--- config.mk ---
export PLATFORM = sky130hd
export DESIGN_NAME = writeback_arbiter
export DESIGN_NICKNAME = d
export VERILOG_FILES = /design/src/rtl/riscv_pkg.sv /design/src/rtl/wb_load_fifo.sv /design/src/rtl/writeback_arbiter.sv
export SDC_FILE = /design/constraint.sdc
export NUM_CORES = 1
export LEC_CHECK = 0
export ABC_CLOCK_PERIOD_IN_PS = 3400
export CAP_MARGIN = 5
export CORE_MARGIN = 1
export CORE_UTILIZATION = 30
export CTS_BUF_LIST = sky130_fd_sc_hd__clkbuf_8
export DETAILED_ROUTE_END_ITERATION = 6
export SLEW_MARGIN = 20
export SYNTH_ARGS = -nofsm -noshare
export SYNTH_HDL_FRONTEND = slang
export SYNTH_HIERARCHICAL = 1
export SYNTH_SLANG_ARGS = --single-unit
--- constraint.sdc ---
create_clock -name clk -period 3.4 [get_ports clk]
set_clock_uncertainty 0.05 [all_clocks]
set_input_delay 0.68 -clock clk [delete_from_list [all_inputs] [get_ports clk]]
set_output_delay 0.68 -clock clk [all_outputs]
set_load 0.01 [all_outputs]
--- src/rtl/riscv_pkg.sv ---
// Shared core definitions: widths and writeback source tags.
// Load-result queue entries are {rd, data}.
package riscv_pkg;

  localparam int XLEN       = 32;
  localparam int REG_ADDR_W = 5;
  localparam int NUM_REGS   = 2**REG_ADDR_W;
  localparam int WB_ENT_W   = REG_ADDR_W + XLEN;

  typedef enum logic [1:0] {
    WB_NONE,
    WB_ALU,
    WB_LOAD
  } wb_src_t;

  typedef struct packed {
    logic [REG_ADDR_W-1:0] rd;
    logic [XLEN-1:0]       data;
  } wb_ent_t;

endpackage

--- src/rtl/wb_load_fifo.sv ---
// Synchronous FIFO buffering load results ahead of the register-file write port.
// Depth is a power of two, so pointers wrap by natural overflow.
module wb_load_fifo
  import riscv_pkg::*;
#(
  parameter  int DEPTH = 4,
  localparam int PW    = $clog2(DEPTH),
  localparam int CW    = $clog2(DEPTH) + 1
) (
  input  logic                clk,
  input  logic                reset,
  input  logic                push,
  input  logic [WB_ENT_W-1:0] din,
  input  logic                pop,
  output logic [WB_ENT_W-1:0] dout,
  output logic                full,
  output logic                empty,
  output logic [CW-1:0]       count
);

  logic [WB_ENT_W-1:0] mem_q [DEPTH];
  logic [PW-1:0]       wptr_q, rptr_q;
  logic [CW-1:0]       count_q;

  always_ff @(posedge clk) begin
    if (push) mem_q[wptr_q] <= din;
  end

  always_ff @(posedge clk or posedge reset) begin
    if (reset) begin
      wptr_q  <= '0;
      rptr_q  <= '0;
      count_q <= '0;
    end else begin
      if (push) wptr_q <= wptr_q + PW'(1);
      if (pop)  rptr_q <= rptr_q + PW'(1);
      case ({push, pop})
        2'b10:   count_q <= count_q + CW'(1);
        2'b01:   count_q <= count_q - CW'(1);
        default: count_q <= count_q;
      endcase
    end
  end

  assign dout  = mem_q[rptr_q];
  assign full  = (count_q == CW'(DEPTH));
  assign empty = (count_q == '0);
  assign count = count_q;

endmodule

--- src/rtl/writeback_arbiter.sv ---
// Register-file write master: ALU results win, queued loads fill idle slots.
// WB_LOAD_BYPASS_EN lets a load arriving at an idle, empty queue skip it.
module writeback_arbiter
  import riscv_pkg::*;
#(
  parameter  int LQ_DEPTH = 4,
  localparam int CW       = $clog2(LQ_DEPTH) + 1
) (
  input  logic                  clk,
  input  logic                  reset,
  input  logic                  alu_valid,
  input  logic [REG_ADDR_W-1:0] alu_rd,
  input  logic [XLEN-1:0]       alu_data,
  input  logic                  ld_valid,
  output logic                  ld_ready,
  input  logic [REG_ADDR_W-1:0] ld_rd,
  input  logic [XLEN-1:0]       ld_data,
  input  logic                  issue_valid,
  input  logic [REG_ADDR_W-1:0] issue_rd,
  output logic                  reg_write,
  output logic [REG_ADDR_W-1:0] write_reg,
  output logic [XLEN-1:0]       write_data,
  output logic [NUM_REGS-1:0]   busy,
  output logic [CW-1:0]         lq_count
);

  wb_ent_t ld_ent, head;
  logic    full, empty, push, pop, byp, ld_acc;

  wb_src_t               sel;
  logic [REG_ADDR_W-1:0] sel_rd;
  logic [XLEN-1:0]       sel_data;
  logic                  we_d;

  logic                  reg_write_q;
  logic [REG_ADDR_W-1:0] write_reg_q;
  logic [XLEN-1:0]       write_data_q;
  wb_src_t               src_q;
  logic [NUM_REGS-1:0]   busy_q, busy_d;

  assign ld_ent   = '{rd: ld_rd, data: ld_data};
  assign ld_ready = !reset && !full;
  assign ld_acc   = ld_valid && ld_ready;

`ifdef WB_LOAD_BYPASS_EN
  assign byp = !alu_valid && empty && ld_acc;
`else
  assign byp = 1'b0;
`endif

  assign push = ld_acc && !byp;

  wb_load_fifo #(.DEPTH(LQ_DEPTH)) u_lq (
    .clk   (clk),
    .reset (reset),
    .push  (push),
    .din   (ld_ent),
    .pop   (pop),
    .dout  (head),
    .full  (full),
    .empty (empty),
    .count (lq_count)
  );

  always_comb begin
    sel      = WB_NONE;
    sel_rd   = '0;
    sel_data = '0;
    pop      = 1'b0;
    unique case (1'b1)
      alu_valid: begin
        sel      = WB_ALU;
        sel_rd   = alu_rd;
        sel_data = alu_data;
      end
      (!alu_valid && !empty): begin
        sel      = WB_LOAD;
        sel_rd   = head.rd;
        sel_data = head.data;
        pop      = 1'b1;
      end
      byp: begin
        sel      = WB_LOAD;
        sel_rd   = ld_rd;
        sel_data = ld_data;
      end
      default: ;
    endcase
  end

  // x0 writes are swallowed; the source is still consumed
  assign we_d = (sel != WB_NONE) && (sel_rd != '0);

  // a set on the same edge as a retiring load wins
  always_comb begin
    busy_d = busy_q;
    if (reg_write_q && src_q == WB_LOAD) busy_d[write_reg_q] = 1'b0;
    if (issue_valid && issue_rd != '0)   busy_d[issue_rd]    = 1'b1;
  end

  always_ff @(posedge clk or posedge reset) begin
    if (reset) begin
      reg_write_q  <= 1'b0;
      write_reg_q  <= '0;
      write_data_q <= '0;
      src_q        <= WB_NONE;
      busy_q       <= '0;
    end else begin
      reg_write_q <= we_d;
      src_q       <= we_d ? sel : WB_NONE;
      busy_q      <= busy_d;
      if (we_d) begin
        write_reg_q  <= sel_rd;
        write_data_q <= sel_data;
      end
    end
  end

  assign reg_write  = reg_write_q;
  assign write_reg  = write_reg_q;
  assign write_data = write_data_q;
  assign busy       = busy_q;

endmodule
# Word level (Yosys, flattened, before mapping)
# Memories as Yosys holds them, arrays and structs flattened.
# Index checks and enable logic that the tools add are counted.
# op_classes
div	0
n_mux	14
add_sub_neg	4
eq_ne	4
n_reduce_logical	17
n_shift	0
n_mul	0
n_bitwise	3
n_lt_le_gt_ge	4
# op_table
cell	n
$mux W32	2
$pmux W32 S2	1
$and A32 B32 Y32	1
$not A32 Y32	1
$or A32 B32 Y32	1
$lt A5 B6 Y1 const B	2
$demux W1 S5	2
$ge A5 B1 Y1 const B	2
$pmux W5 S2	1
$reduce_bool A5 Y1	2
$logic_and A1 B1 Y1	8
$pmux W3 S2	1
$mux W1	5
$add A2 B1 Y2 const B	2
$eq A2 B2 Y1 const B	2
$logic_not A1 Y1	4
$pmux W2 S2	1
$reduce_bool A2 Y1	2
$add A3 B1 Y3 const B	1
$eq A3 B3 Y1 const B	1
$logic_not A3 Y1	1
$sub A3 B1 Y3 const B	1
$eq A2 B1 Y1 const B	1
$mux W2	1
# word_totals
register_bits	79
n_memories	1
out_inout_bits	74
wordCells	55
in_bits	84
ramBits	148
latch_bits	0
rom_bits	0
# memory_table
memory	words	width	rd	rd_ports_with_merged_regs	write_ports	line	rtl
u_lq.mem_q	4	37	1	0	1	wb_load_fifo.sv:21	logic [WB_ENT_W-1:0] mem_q [DEPTH];

# Logic depth before layout (Yosys ltp)
# logic_depth
ltp_word	9
depth_mapped	11
mapped_depth_nobuf	11

# Cells and area by module
# The synthesis kept the hierarchy.
# modules_own_cells
mod	seq_area_each_um2	cells_per_inst	area_each_um2	instances
wb_load_fifo	4619.4	230	5733.0	1
writeback_arbiter	1801.7	270	3269.4	1

# Worst setup path before layout
# OpenSTA, ideal clock, no wires.
# synth_timing
kind	input-to-reg
from	input port reset
to	memory u_lq/mem_q[0][0] (netlist bit) (enable)
required_ns	2.952
arrival_time_ns	2.086
setup_time_ns	0.398
path_buffers	0
setup_slack_ns	0.866
path_stages	3
path_cell_list	nor2_1 -> and2_1 -> and2_1
# synth_via
elab_chain_cells	5
# synth_rtl
element	line	rtl
from (decl)	writeback_arbiter.sv:10	input logic reset,
$logic_not A1 Y1 (no line)	--	
$logic_and A1 B1 Y1	writeback_arbiter.sv:42	assign ld_ready = !reset && !full;
$logic_and A1 B1 Y1	writeback_arbiter.sv:43	assign ld_acc = ld_valid && ld_ready;
net ld_acc	writeback_arbiter.sv:28	logic full, empty, push, pop, byp, ld_acc;
$mux W1	wb_load_fifo.sv:26	if (push) mem_q[wptr_q] <= din;
$mux W1 (implied by the code)	wb_load_fifo.sv:26	
to (decl)	wb_load_fifo.sv:21	
# The timed path passes the listed nets, and every way through them passes these cells.

==> results.txt <==
Status -> finished, final reports clean
Post-route antenna net violation count -> 0
Overall Global Routing Usage -> 14.0%
IO Count -> 158
Sinks on Clock Net -> 227
Slowest cell on crit path -> dfrtp_4
Starting Density -> 30.5%
H-Tree Depth -> 2
Post-synth top area share -> 49.4%
Area Growth Syn to Fin -> 31.6%
GRT busiest layer -> met2
Worst-Skew Late Latency -> 0.52 ns
Routed WL -> 21000 um
Syn_nets -> 590
Min Tclk post-route -> 2.86 ns
Num CTS Buffers -> 40
Placer Congestion -> 0.808
P per Cell Area -> 773 nW/um2
Max FFs per register -> 148
Cts hold-fix bufs -> 0
Port Buffers -> 157
RR Startpoint -> u_lq/rptr_q[0]
Vias per cell -> 4.72
Dominant delay contributor by cell family on the critical path -> multiplexers
Post-synth top cells -> edfxtp_1 (148), dfrtp_1 (79), o21ai_0 (67)
Die width -> 175 um
Seq cells post-synth -> 227
Hold crit path type -> input port to asynchronous set/reset pin
CP startpoint kind -> flip-flop
Worst-path clk slew -> 0.06 ns
Cells on worst reg2reg path -> 6
Worst path max stage delay -> 0.59 ns
Vias in the first global route -> 5531
Synth async-reset ratio -> 34.8%
Final hold vios -> 0
Most common cell in the netlist -> edfxtp_1
Final WS setup -> 0.540 ns
CTS tree -> yes
Wirelength per Cell -> 18.9 um
Main synth FF type -> edfxtp_1
GR Util met2 -> 22.7%
Largest net degree at the start of global routing -> 38
CP bufs+invs -> 1
Flop2flop setup slack -> 0.54 ns
Die area -> 30700 um2
Clock share of power -> 26.1%
Placement Setup Slack -> 0.429 ns
GR Util met3 -> 4.57%
CP arrival -> 3.21 ns
Logic pwr share -> 31.2%
Post-route insts no fill -> 1113
Max clock buf depth -> 3
Initial antenna violation count -> 3
Post-synth top area cell -> edfxtp_1
Setup crit end -> write_data[25]
Total number of vias -> 5255
Post-Synthesis Cell Area -> 9000 um2
Overflow after GRT -> 0
Setup TNS -> 0 ns
Post-synthesis instance total -> 500
Crit-path cells -> mux4_2 > nor4_1 > nor3_1 > a211o_2 > buf_4 > mux2_4
Multi-input logic area -> 2390 um2
Leak -> 4.29 nW
Crit path from -> u_lq/rptr_q[0]
Largest reg by FF count -> u_lq/mem_q
Pint -> 0.00647 W
CTS Root Cell -> clkbuf_8
Placed insts -> 1039
Psw -> 0.00270 W
DRT iter0 DRCs -> 453
Postcts setup bufs -> 0
Final setup vio count -> 0
Switch share -> 29.4%
Grt met1 use -> 18.0%
Sequential fraction of design power -> 42.7%
Relative slew slack -> 59.5%
Die Ht -> 175 um
Critical path depth -> 6
Ratio of final minimum period to clock period -> 84.1%
Final Max Slew Viols -> 0
Worst vdd ir -> 0.308 mV
Synth warn -> 6
DR pass1 iterations -> 5
Reg-to-Reg End -> write_data[25]
CORE AREA -> 29600 um2
Post-synth EDFFs -> 148
Post-CTS resize count -> 0
RSZ-0062 raised after global routing -> no
Fmax -> 350 MHz
Kind of critical path -> flip-flop to flip-flop
Synth unique cells -> 39
# fillers -> 2724
CP required -> 3.75 ns
Sequential area share after synthesis -> 71.3%
Rows -> 63
Worst Max-Slew Pin Slew -> 0.608 ns
Critical-path maximum fanout -> 32
DRC viols -> 0
Share of layout cells above drive strength 1 -> 21.1%
Storage cell area -> 6430 um2
Synth area leaders -> edfxtp_1 (49%), dfrtp_1 (22%), mux4_2 (9.3%)
Mean Syn Cell Area -> 18.0 um2
Pwr Total -> 0.00916 W
Max-cap viol count -> 0
Final nets -> 781
First-pass GRT wire length -> 32400 um
Post-DP HPWL -> 13700 um
Endpoint class of the critical path -> flip-flop
[power groups by stage]
stage,Sequential [W],Combinational (W),Clock (W)
2_1_floorplan,0.00400,0.00155,0
3_3_place_gp,0.00398,0.00286,0
3_5_place_dp,0.00397,0.00290,0
4_1_cts,0.00393,0.00291,0.00247
5_1_grt,0.00399,0.00310,0.00260
6_report,0.00392,0.00286,0.00239
[per-stage QoR]
stage	instance area (um2)	hold slack (ns)	util, %
3_5_place_dp	11100	0.444	37.5
6_report	11900	0.448	40.1
3_3_place_gp	11100	0.423	37.5
2_1_floorplan	9000	0.433	-
4_1_cts	11800	0.433	40.1
5_1_grt	11800	0.464	40.1
[layer usage]
metal  vias up  part of all wire [%]
li1       2366                     -
met1      2638                    43
met2       208                    47
met3        39                   8.0
met4         4                   1.8
met5         -                  0.11
[worst min-delay path by stage]
stage                              start              to  cells after the start
final                              reset  u_lq/wptr_q[1]                      2
after global routing               reset   u_lq/count[1]                      2
after CTS                          reset   u_lq/count[1]                      2
after detailed placement  write_data[25]  write_data[25]                      1
after global placement           busy[0]         busy[0]                      1
after floorplan                    reset   u_lq/count[0]                      1
[cells in the final DEF (no fill, tap or decap), drive strengths merged, types with 15 or more instances in the layout]
| master | n |
|---|---|
| a22o | 33 |
| buf | 15 |
| clkbuf | 45 |
| clkdlybuf4s50 | 156 |
| clkinv | 17 |
| dfrtp | 79 |
| edfxtp | 148 |
| inv | 22 |
| mux2 | 32 |
| mux4 | 37 |
| o21ai | 67 |
[cells by family after synthesis]
kind of cell    after synthesis  share of synthesized area, %
buf+inv                      35                          2.28
fa+ha+maj                     6                         0.917
compound gates              110                          7.76
simple gates                 46                          2.72
mux                          70                          14.4
flops                       227                          71.3
xor+xnor                      6                         0.584
[layout make-up]
| cell class | instances | area share (%) |
|---|---|---|
| flip-flops and latches | 227 | 54.2 |
| multi-input cells | 238 | 20.2 |
| repair buffers | 171 | 14.5 |
| clock buffers | 45 | 5.23 |
| well taps | 390 | 4.12 |
| clock inverters | 28 | 1.29 |
| inverters | 13 | 0.422 |
| diodes | 1 | 0.0211 |
(Power assumes the default switching activity.)
